### config.mk
export PLATFORM = sky130hd
export DESIGN_NAME = fx_bus_arb
export DESIGN_NICKNAME = d
export VERILOG_FILES = /design/src/rtl/fx_bus_arb.sv
export SDC_FILE = /design/constraint.sdc
export NUM_CORES = 1
export LEC_CHECK = 0
export ABC_AREA = 1
export ABC_CLOCK_PERIOD_IN_PS = 3400
export CAP_MARGIN = 20
export CORE_ASPECT_RATIO = 1.4
export CORE_MARGIN = 5
export CORE_UTILIZATION = 47
export CTS_CLUSTER_DIAMETER = 120
export CTS_CLUSTER_SIZE = 24
export DETAILED_ROUTE_END_ITERATION = 16
export PLACE_DENSITY = 0.89
export SYNTH_ARGS = -nofsm -noshare
export SYNTH_HDL_FRONTEND = slang
export SYNTH_SLANG_ARGS = --single-unit
### constraint.sdc
create_clock -name clk_sys -period 3.4 [get_ports clk_sys]
set_clock_uncertainty 0.05 [all_clocks]
set_input_delay 0.51 -clock clk_sys [delete_from_list [all_inputs] [get_ports clk_sys]]
set_output_delay 0.51 -clock clk_sys [all_outputs]
set_load 0.01 [all_outputs]
### src/rtl/fx_bus_arb.sv
// fx_bus_arb: two-requester round-robin arbiter onto the cfg-register bus.
// One transfer at a time. Writes take a single fx_wr strobe. Reads take a
// single fx_rd strobe, then RD_LAT wait cycles, then fx_q is captured.
// Every transfer ends with a one-cycle ack to the requester that was granted.
module fx_bus_arb #(
    parameter int RD_LAT = 1
) (
    input  logic        clk_sys,
    input  logic        rst_n,
    input  logic        a_req,
    input  logic        a_we,
    input  logic [21:0] a_addr,
    input  logic [7:0]  a_wdata,
    output logic        a_ack,
    output logic [7:0]  a_rdata,
    input  logic        b_req,
    input  logic        b_we,
    input  logic [21:0] b_addr,
    input  logic [7:0]  b_wdata,
    output logic        b_ack,
    output logic [7:0]  b_rdata,
    output logic        fx_wr,
    output logic        fx_rd,
    output logic [21:0] fx_waddr,
    output logic [21:0] fx_raddr,
    output logic [7:0]  fx_data,
    input  logic [7:0]  fx_q,
    output logic        busy
);

    typedef enum logic [2:0] {
        IDLE  = 3'd0,
        WRITE = 3'd1,
        READ  = 3'd2,
        WAIT  = 3'd3,
        DONE  = 3'd4
    } state_t;

    // Index of the final WAIT cycle; fx_q is valid during that cycle.
    localparam logic [2:0] LAST_WAIT = 3'(RD_LAT - 1);

    state_t      state;
    logic        last_b;    // 1: B was the last requester served
    logic        sel_b;     // requester that owns the current transfer
    logic [2:0]  wait_cnt;

    logic        pick_b;
    logic        pick_we;
    logic [21:0] pick_addr;
    logic [7:0]  pick_wdata;

    // Grant decode. A lone request always wins. On a tie, the requester
    // that was not served last wins.
    always_comb begin
        pick_b     = b_req && (!a_req || !last_b);
        pick_we    = pick_b ? b_we    : a_we;
        pick_addr  = pick_b ? b_addr  : a_addr;
        pick_wdata = pick_b ? b_wdata : a_wdata;
    end

    // Transfer FSM. All bus-side and requester-side outputs are registered.
    // The strobe is raised on the grant edge so it is high during WRITE/READ.
    always_ff @(posedge clk_sys or negedge rst_n) begin
        if (!rst_n) begin
            state    <= IDLE;
            last_b   <= 1'b1;
            sel_b    <= 1'b0;
            wait_cnt <= 3'd0;
            fx_wr    <= 1'b0;
            fx_rd    <= 1'b0;
            fx_waddr <= 22'd0;
            fx_raddr <= 22'd0;
            fx_data  <= 8'd0;
            a_ack    <= 1'b0;
            b_ack    <= 1'b0;
            a_rdata  <= 8'd0;
            b_rdata  <= 8'd0;
            busy     <= 1'b0;
        end else begin
            fx_wr <= 1'b0;
            fx_rd <= 1'b0;
            a_ack <= 1'b0;
            b_ack <= 1'b0;
            case (state)
                IDLE: begin
                    if (a_req || b_req) begin
                        sel_b  <= pick_b;
                        last_b <= pick_b;
                        busy   <= 1'b1;
                        if (pick_we) begin
                            state    <= WRITE;
                            fx_wr    <= 1'b1;
                            fx_waddr <= pick_addr;
                            fx_data  <= pick_wdata;
                        end else begin
                            state    <= READ;
                            fx_rd    <= 1'b1;
                            fx_raddr <= pick_addr;
                        end
                    end
                end
                WRITE: begin
                    state <= DONE;
                    a_ack <= !sel_b;
                    b_ack <= sel_b;
                end
                READ: begin
                    state    <= WAIT;
                    wait_cnt <= 3'd0;
                end
                WAIT: begin
                    if (wait_cnt == LAST_WAIT) begin
                        if (sel_b) b_rdata <= fx_q;
                        else       a_rdata <= fx_q;
                        a_ack    <= !sel_b;
                        b_ack    <= sel_b;
                        wait_cnt <= 3'd0;
                        state    <= DONE;
                    end else begin
                        wait_cnt <= wait_cnt + 3'd1;
                    end
                end
                DONE: begin
                    state <= IDLE;
                    busy  <= 1'b0;
                end
                default: begin
                    state <= IDLE;
                    busy  <= 1'b0;
                end
            endcase
        end
    end

endmodule

### After elaboration in Yosys (flattened, before gate mapping)

Index checks and enable logic that the tools add are counted.
W data, S select, Z words.

| word-level totals | value |
|---|---|
| register bits | 81 |
| output and inout bits | 73 |
| input bits | 74 |

| cells by class | value |
|---|---|
| add/subtract/negate cells | 1 |
| equality and inequality tests | 5 |
| muxes and demuxes | 21 |
| bitwise logic cells | 3 |
| reductions and logical operators | 17 |

Operators by type and width:

| cell | number |
|---|---|
| $mux W22 | 1 |
| $pmux W3 S4 | 1 |
| $reduce_and A3 Y1 | 4 |
| $mux W1 | 10 |
| $mux W3 | 3 |
| $mux W8 | 1 |
| $eq A3 B2 Y1 const B | 2 |
| $logic_not A3 Y1 | 2 |
| $pmux W1 S2 | 3 |
| $pmux W3 S2 | 1 |
| $reduce_and A2 Y1 | 3 |
| $ne A2 B2 Y1 const B | 2 |
| $add A3 B1 Y3 const B | 1 |
| $eq A3 B1 Y1 const B | 1 |
| $logic_not A1 Y1 | 3 |
| $not A1 Y1 | 3 |
| $reduce_or A3 Y1 | 1 |
| $logic_or A1 B1 Y1 | 2 |
| $mux W2 | 1 |
| $reduce_bool A2 Y1 | 1 |
| $logic_and A1 B1 Y1 | 1 |

### Depth between registers and ports, before layout

| logic depth | value |
|---|---|
| depth in word-level cells | 7 |
| depth in mapped cells | 9 |
| gate-level depth less buffers | 8 |

### Least setup slack after synthesis

Ideal clock, no wire load.

| timing | value |
|---|---|
| path kind | register -> register |
| from | register wait_cnt[0] |
| to | register a_rdata[4] |
| path slack | 2.025 ns |
| arrival time | 1.207 ns |
| clock period less this slack | 1.375 ns |
| stages on the path, launching flop included | 9 |
| library setup time | 0.118 ns |
| path through | dfrtp_1 -> inv_1 -> ha_1 -> inv_1 -> nor2_2 -> nand3_4 -> buf_6 -> nand2_1 -> o21ai_2 |

| between the ends | value |
|---|---|
| cells in the longest elaborated chain, start to end | 2 |

RTL lines:

| what | line | source |
|---|---|---|
| start, declared | 45 | `logic [2:0] wait_cnt;` |
| start signal, assigned | 120 | `wait_cnt <= wait_cnt + 3'd1;` |
| $logic_not A3 Y1 | 112 | `if (wait_cnt == LAST_WAIT) begin` |
| $reduce_and A3 Y1 (no line) | -- |  |
| end signal, assigned | 114 | `else a_rdata <= fx_q;` |
| end, declared | 15 | `output logic [7:0] a_rdata,` |

No other way between the ends.
A chain may end at the register's enable or synchronous reset.

### Worst setup path after layout

| timing | value |
|---|---|
| from | input port a_req |
| to | register fx_data[6] |

| between the ends | value |
|---|---|
| cells in the longest elaborated chain, start to end | 5 |

RTL lines:

| what | line | source |
|---|---|---|
| start, declared | 10 | `input logic a_req,` |
| $logic_not A1 Y1 | 55 | `pick_b = b_req && (!a_req \|\| !last_b);` |
| $logic_or A1 B1 Y1 | 55 |  |
| $logic_and A1 B1 Y1 | 55 |  |
| $mux W1 | 56 | `pick_we = pick_b ? b_we : a_we;` |
| $reduce_and A3 Y1 (no line) | -- |  |
| end signal, assigned | 94 | `fx_data <= pick_wdata;` |
| end, declared | 26 | `output logic [7:0] fx_data,` |

Parallel ways exist; a longest one is shown, timed or not.

==> flow_metrics.tcl <==
set metrics [dict create \
    synth_edf_count 0 \
    cellLeakagePower_nw 2.747 \
    drt_iter0_drc 211 \
    area_delta_synth_final_pct 45.38 \
    boundaryPins 147 \
    layout.cells.non_filler 699 \
    fp.dieW_microns 84.85 \
    coreArea_sq_um 7702 \
    cp-start-kind "input pin" \
    grt_pass1_vias 3429 \
    min_path_type "input pin to async pin" \
    power_density_nw_per_um2 828.0 \
    final.setup.tns_ns 0 \
    maxSlewHeadroom_pct 34.13 \
    initial_core_util_pct 47.86 \
    clock_path_buffers 2 \
    drcViolationCount 0 \
    port-buffer-count 146 \
    grt_usage_pct 20.84 \
    yosysSeqAreaShare_pct 55.02 \
    synth_area_sq_um 3686 \
    r2r_slack_ns 1.37 \
    fp.dieH_microns 114.8 \
    fmax_mhz 462.9 \
    crit_type "input pin to flop" \
    ant_nets 0 \
    crit_chain "clkdlybuf4s50_1 > nand2_1 > nand2_2 > nand2_1 > nand2_1 > nand2_4 > inv_4 > nand2_1 > nand2_1" \
    fin_crit_sh_pct 63.53 \
    cts_buffers 9 \
    cap_violations 0 \
    ys_warn_count 0 \
    finalHoldViolations 0 \
    firstDrtPassIters 4 \
    yosysTopAreaCell "dfrtp_1" \
    clock_sinks 81 \
    async_flop_share_pct 100.0 \
    postCtsHoldBufs 0 \
    synth_area_leaders "dfrtp_1 (54%), nand2_1 (29%), buf_6 (2.1%)" \
    antenna_found_initial 0 \
    synth_commonest_cells "nand2_1 (283), dfrtp_1 (80), inv_1 (18)" \
    synth_cells 454 \
    syn_avg_cell_area_sq_um 8.119 \
    via_per_inst 4.795 \
    period_needed_ns 2.160 \
    die-area_sq_um 9739 \
    drive_gt1_share_pct 7.012 \
    cts_setup_buffers 0 \
    highest_layer "met4" \
    cp_max_fo 31 \
    wl_met3_microns 778 \
    pre_cts_ws_ns 0.8680 \
    critPathMaxStageDelay_ns 0.49 \
    cts-root-buf "clkbuf_8" \
    clock_latency_ns 0.35 \
    clk_pin_slew_ns 0.08 \
    timing.final.ws_setup_ns 1.240 \
    yosysMostFrequentCell "nand2_1" \
    routabilityCongestion 0.8178 \
    totalWireLength_microns 9906 \
    cts_tree "built" \
    synth_nets 530 \
    h-tree-depth 3 \
    setup_viol 0 \
    postLayoutCoreUtil_pct 69.57 \
    critPathCaptureType "flop" \
    worstMarginPinSlew_ns 0.9881 \
    peakVddDrop_v 0.0004411 \
    outcome "finished clean" \
    ys_types 23 \
    layout.nets 670 \
    critPathRequiredTime_ns 3.63 \
    grt_max_degree 82 \
    hpwl_microns 7421 \
    arrival_ns 2.39 \
    cts_resized 0 \
    rsz0062_at_grt "no" \
    grt_overflow 0 \
    numPlacedInstances 683 \
    synth_flop_cell "dfrtp_1" \
    m1WireLength_microns 3830 \
    vias 3352 \
    drv_slew 0 \
    ys_ff_latch 81 \
    grt_first_pass_wirelength_microns 16020 \
    wl_met2_microns 5114 \
    synth_top_cell_area_share_pct 54.31 \
    rows 38 \
    cp_common_cell "nand2_1" \
    wire_per_inst_microns 14.17 \
    cp_slowest_cell "clkdlybuf4s50_1" \
    diodes 0 \
    num-fill-cells 596 \
]
[state kept, by name (all words and copies together) (netlist names), 3 cells and up]
| name | flops |
|---|---|
| state | 3 |
| wait_cnt | 3 |
| a_rdata | 8 |
| fx_waddr | 22 |
| fx_raddr | 22 |
| b_rdata | 8 |
| fx_data | 8 |
[cells by family after synthesis]
logic type	synth area share [%]
compound gates	4.209
buf+inv	6.245
fa+ha+maj	0.6788
simple gates	33.60
flops	55.02
xor+xnor	0.2377
[worst paths after layout]
path / from / end / cells after the start
worst min register to register: fx_raddr[2]$_DFFE_PN0P_ / fx_raddr[2]$_DFFE_PN0P_ / 2
max in group asynchronous: rst_n / fx_raddr[11]$_DFFE_PN0P_ / 1
worst max-delay path: a_req / fx_data[6]$_DFFE_PN0P_ / 9
worst max register to register: last_b$_DFFE_PN1P_ / fx_data[6]$_DFFE_PN0P_ / 8
worst min-delay path: rst_n / state[0]$_DFFE_PN0P_ / 1
min in group clk_sys: fx_raddr[2]$_DFFE_PN0P_ / fx_raddr[2]$_DFFE_PN0P_ / 2
[stage by stage]
stage	hold slack [ns]	total power [mW]	instance area [sq um]
after floorplan	0.1644	2.625	3686
after global placement	0.4129	3.627	5139
after detailed placement	0.4156	3.705	5139
after CTS	0.3029	4.486	5359
after global routing	0.3571	4.755	5359
final	0.2655	4.437	5359
[placed cells by master (no fill, tap or decap)]
cell and instances:
clkinv_2 2, o21ai_2 8, clkinv_4 1, inv_1 18, nor2_1 4, nand2_1 283, clkbuf_8 10, dfrtp_1 80
buf_4 2, nor2_4 1, o21ai_1 8, clkdlybuf4s50_1 145, o21ai_0 9, xnor2_1 1, nand2_2 2, inv_4 2
inv_2 3, dfstp_2 1, nand3_4 3, bufinv_16 2, ha_1 2, nor2_2 2, nand2_4 2, nand3_1 5
nor2_8 1, clkbuf_1 1, nor3_1 1
[metal layers]
layer / global-route usage, % / vias to the layer above
met1: 23.23 / 1551
li1: - / 1650
met2: 37.43 / 134
met4: 7.920 / 0
met3: 6.165 / 17
met5: 0 / -
[report_power, final]
part           switching [mW]  leakage [nW]  total, mW  internal (mW)
Combinational            1.02          1.62       2.03           1.01
Sequential              0.254          1.02       1.64           1.39
Clock                   0.332         0.113      0.764          0.433
Total                    1.60          2.75       4.44           2.83
[cell type report]
| cell class | count | area, sq um | area share [%] |
|---|---|---|---|
| clock inverters | 5 | 78.83 | 1.471 |
| multi-input cells | 332 | 1428 | 26.64 |
| inverters | 23 | 91.34 | 1.704 |
| repair buffers | 147 | 1466 | 27.36 |
| well taps | 100 | 125.1 | 2.335 |
| flip-flops and latches | 81 | 2028 | 37.85 |
| clock buffers | 11 | 141.4 | 2.638 |
[critical path: cells and delay by family]
kind	cells	cell delay [ns]
simple gates	7	1.04
buf+inv	2	0.81
Note: power is estimated with default switching activity, not from simulation.
